### src/rtl/fd_skid_pipe_reg.sv
// rtl/fd_skid_pipe_reg.sv - fetch->decode skid pipeline register, optional PIPE_STALL_CNT_EN stall counter
module fd_skid_pipe_reg #(
    parameter int               WIDTH     = 32,
    parameter logic [WIDTH-1:0] NOP_VALUE = '0,
    parameter int               CNT_W     = 16
) (
    input  logic             clock,
    input  logic             reset,
    input  logic             in_valid,
    output logic             in_ready,
    input  logic [WIDTH-1:0] in_data,
    input  logic             flush,
    output logic             out_valid,
    input  logic             out_ready,
    output logic [WIDTH-1:0] out_data,
    output logic [CNT_W-1:0] stall_cnt
);

    typedef enum logic [1:0] {
        ST_EMPTY = 2'd0,
        ST_ONE   = 2'd1,
        ST_FULL  = 2'd2
    } state_t;

    state_t           state;
    logic [WIDTH-1:0] main_q;
    logic [WIDTH-1:0] skid_q;
    logic             in_ready_q;
    logic             out_valid_q;
    logic             in_acc;
    logic             out_acc;

    assign in_acc    = in_valid & in_ready_q;
    assign out_acc   = out_valid_q & out_ready;
    assign in_ready  = in_ready_q;
    assign out_valid = out_valid_q;
    assign out_data  = main_q;

    // in_ready and out_valid are kept as flops alongside the state so that
    // neither handshake output has combinational paths from the inputs.
    always_ff @(posedge clock) begin
        if (reset) begin
            state       <= ST_EMPTY;
            main_q      <= NOP_VALUE;
            skid_q      <= NOP_VALUE;
            in_ready_q  <= 1'b1;
            out_valid_q <= 1'b0;
        end else if (flush) begin
            state       <= ST_EMPTY;
            main_q      <= NOP_VALUE;
            skid_q      <= NOP_VALUE;
            in_ready_q  <= 1'b1;
            out_valid_q <= 1'b0;
        end else begin
            case (state)
                ST_EMPTY: begin
                    if (in_acc) begin
                        main_q      <= in_data;
                        state       <= ST_ONE;
                        out_valid_q <= 1'b1;
                    end
                end
                ST_ONE: begin
                    if (in_acc && out_acc) begin
                        main_q <= in_data;
                    end else if (in_acc) begin
                        skid_q     <= in_data;
                        state      <= ST_FULL;
                        in_ready_q <= 1'b0;
                    end else if (out_acc) begin
                        main_q      <= NOP_VALUE;
                        state       <= ST_EMPTY;
                        out_valid_q <= 1'b0;
                    end
                end
                ST_FULL: begin
                    if (out_acc) begin
                        main_q     <= skid_q;
                        state      <= ST_ONE;
                        in_ready_q <= 1'b1;
                    end
                end
                default: begin
                    state       <= ST_EMPTY;
                    main_q      <= NOP_VALUE;
                    skid_q      <= NOP_VALUE;
                    in_ready_q  <= 1'b1;
                    out_valid_q <= 1'b0;
                end
            endcase
        end
    end

`ifdef PIPE_STALL_CNT_EN
    logic [CNT_W-1:0] stall_q;

    // Flush cycles still count: decode was stalled in that cycle.
    always_ff @(posedge clock) begin
        if (reset) begin
            stall_q <= '0;
        end else if (out_valid_q && !out_ready && (stall_q != {CNT_W{1'b1}})) begin
            stall_q <= stall_q + {{(CNT_W-1){1'b0}}, 1'b1};
        end
    end

    assign stall_cnt = stall_q;
`else
    assign stall_cnt = '0;
`endif

endmodule
### config.mk
export PLATFORM = sky130hd
export DESIGN_NAME = fd_skid_pipe_reg
export DESIGN_NICKNAME = d
export VERILOG_FILES = /design/src/rtl/fd_skid_pipe_reg.sv
export SDC_FILE = /design/constraint.sdc
export NUM_CORES = 1
export LEC_CHECK = 0
export CELL_PAD_IN_SITES_DETAIL_PLACEMENT = 1
export CELL_PAD_IN_SITES_GLOBAL_PLACEMENT = 1
export CORE_UTILIZATION = 37
export DETAILED_ROUTE_END_ITERATION = 7
export PLACE_DENSITY = 0.83
export SYNTH_ARGS = -nofsm -noshare
export SYNTH_HDL_FRONTEND = slang
export SYNTH_SLANG_ARGS = --single-unit
### constraint.sdc
create_clock -name clock -period 4.4 [get_ports clock]
set_clock_uncertainty 0.15 [all_clocks]
set_input_delay 0.88 -clock clock [delete_from_list [all_inputs] [get_ports clock]]
set_output_delay 0.88 -clock clock [all_outputs]
set_load 0.02 [all_outputs]
==> impl_metrics.yaml <==
floorplanning:
  die_w_um: 94.2
  initial_core_util: 0.383
  dieArea_sq_um: 8870
  io_pins: 87
  rows: 33
  core_sq_um: 8220
  die_y_um: 94.2
clock_tree:
  ctsResizeCount: 0
  cts_root_buf: "clkbuf_8"
  clkSinkCount: 68
  clk-insertion-delay-late_ps: 340
  clk_pin_slew_ps: 70
  cts_hold_buf: 0
  postCtsSetupBuffers: 0
  cts_buffers: 9
  cts_buffer_depth: 2
  cts_tree: "built"
  cts.htree.levels: 3
setup_path:
  crit_start: "in_ready"
  endpoint_kind: "primary output"
  reg2reg_setup_slack_ps: 1470
  critical_path_class: "register to primary output"
  critical_path.slowest_cell: "dfxtp_1"
  r2r_start: "state[1]"
  cp_num_cells: 1
  crit_arrival_ps: 1910
  start_kind: "register"
  r2r-end: "out_data[20]"
  worst_ep_required_time_ps: 3370
  cp_cell_sequence: "clkdlybuf4s50_1"
  slowest_delay_ps: 820
  critPathMaxFanout: 19
  crit_path_end: "in_ready"
  r2r_cells: 6
  crit_family: "flip-flops"
  cp_num_buf_inv: 1
global_routing:
  grt_max_degree: 50
  grt_pass1_wl_mm: 12.4
  grt_pass1_vias: 2442
  grt_usage: 0.187
  grt_antenna_before_repair: 0
  overflow: 0
routing:
  wl_per_cell_um: 17.0
  met1_length_mm: 3.43
  drt_pass1_iterations: 4
  drtAntennaViolNets: 0
  routed_via_density: 5.14
  top_layer_used: "met4"
  drt_iter0_drc: 104
  wl_met3_um: 359
  wl_mm: 8.01
  vias: 2425
  wl_met2_mm: 4.10
  drc_errors: 0
timing:
  hold_violations: 0
  fin_ws_ps: 1460
  setup_viol: 0
  slew-limit-headroom: 0.197
  fin_crit_ps: 2940
  tns_ps: 0
  drv_slew: 0
  worst_pin_slew_ps: 1200
  fmaxAchievable_ghz: 0.340
  rsz0062_at_grt: "false"
  period_share: 0.668
yosys:
  synth_top_area_cell: "dfxtp_1"
  yosysWarnings: 0
  synth-edff-count: 0
  synthCells: 302
  yosysTopAreaCellShare: 0.433
  synth_compound_area_frac: 0.205
  synth_area_leaders: "dfxtp_1 43%, mux2i_1 16%, o2bb2ai_2 14%"
  synth_fa_ha_area_frac: 0
  synth_top_family_by_area: "compound AO/OA/AOI/OAI gates"
  synth_xor_xnor_area_share: 0
  synth_simple_gate_area_frac: 0.121
  synth_flop_cell: "dfxtp_1"
  syn_avg_cell_area_sq_um: 10.4
  async_reset_ff_frac: 0
  synth_seq_cells: 68
  synth.yosys.seq_area_share: 0.433
  syn_area_sq_um: 3150
  ys_types: 33
  synth_mux_area_frac: 0.156
final_layout:
  final_cell_mix: "70 x clkdlybuf4s50_1, 67 x dfxtp_1, 54 x nand2_1"
  final_common_cell: "clkdlybuf4s50_1"
  drive_gt1_frac: 0.158
  fin_nets: 399
  fill_cells: 891
  num_antenna_cells: 0
  syn_to_final_growth_pct: 29.5
pwr:
  cellLeakagePower_nw: 1.48
  power_density_nw_per_um2: 354
  p_total_mw: 1.44
  vdd_drop_max_uv: 187
placed_design:
  dp_slack_ps: 1230
  place.port_buffers: 70
  gp_congestion: 0.707
  hpwl_mm: 5.41
status:
  outcome: "finished clean"
hold_path:
  hp-class: "register to register"
run:
  max_cap_viol_count: 0
-- synthesized netlist by cell type, types with 2 or more instances --
| library cell | n |
|---|---|
| buf_4 | 26 |
| nor2_1 | 4 |
| o2bb2ai_2 | 30 |
| buf_2 | 7 |
| clkbuf_1 | 4 |
| mux2i_1 | 49 |
| o2bb2ai_1 | 2 |
| o21ai_0 | 8 |
| and3_1 | 2 |
| o21ai_1 | 10 |
| a21oi_1 | 4 |
| dfxtp_1 | 68 |
| nand4_1 | 15 |
| nand2_1 | 54 |
-- cell type report --
type,instances,area [sq um],share of cell area
Clock inverter,6,111,0.0273
Multi-Input combinational cell,209,1600,0.393
Timing Repair Buffer,74,731,0.179
Tap cell,105,131,0.0322
Sequential cell,68,1360,0.334
Clock buffer,10,138,0.0338
-- per-stage QoR --
step	std cells	area [sq um]	utilization	hold WS [ps]
after global routing	472	4070	0.496	319
after detailed placement	456	3820	0.466	298
after floorplan	317	3200	-	278
after global placement	456	3820	0.466	285
after CTS	472	4070	0.496	311
final	472	4070	0.496	309
-- cells by family (layout without fill, tap and decap cells) --
group,Yosys count,in the layout
simple gates,83,83
flops,68,68
compound gates,61,61
mux,49,49
buf+inv,40,90
other cells,1,16
-- layer usage --
layer | global-route usage | vias to the layer above
met2 | 0.326 | 65
met4 | 0.0731 | 0
li1 | - | 1169
met5 | 0 | -
met3 | 0.0421 | 9
met1 | 0.221 | 1182
-- worst min path at each step --
stage,from,end,slack (ps),cells after the start
after CTS,skid_q[24],skid_q[24],310,2
final,skid_q[24],skid_q[24],310,2
after detailed placement,skid_q[24],skid_q[24],300,2
after floorplan,skid_q[24],skid_q[24],280,2
after global routing,skid_q[24],skid_q[24],320,2
after global placement,skid_q[26],skid_q[26],280,2
-- power breakdown --
| part | switching (mW) | leakage [nW] | internal, mW |
|---|---|---|---|
| logic | 0.0942 | 0.810 | 0.0750 |
| clock network | 0.239 | 0.122 | 0.392 |
| registers | 0.0145 | 0.551 | 0.629 |
| total | 0.348 | 1.48 | 1.10 |
-- flip-flops by register name (all words and copies together), names as in the netlist --
signal,flops
out_data,32
state,2
in_ready,1
skid_q,32
out_valid,1
No activity file was read; power rests on OpenSTA's default activity.
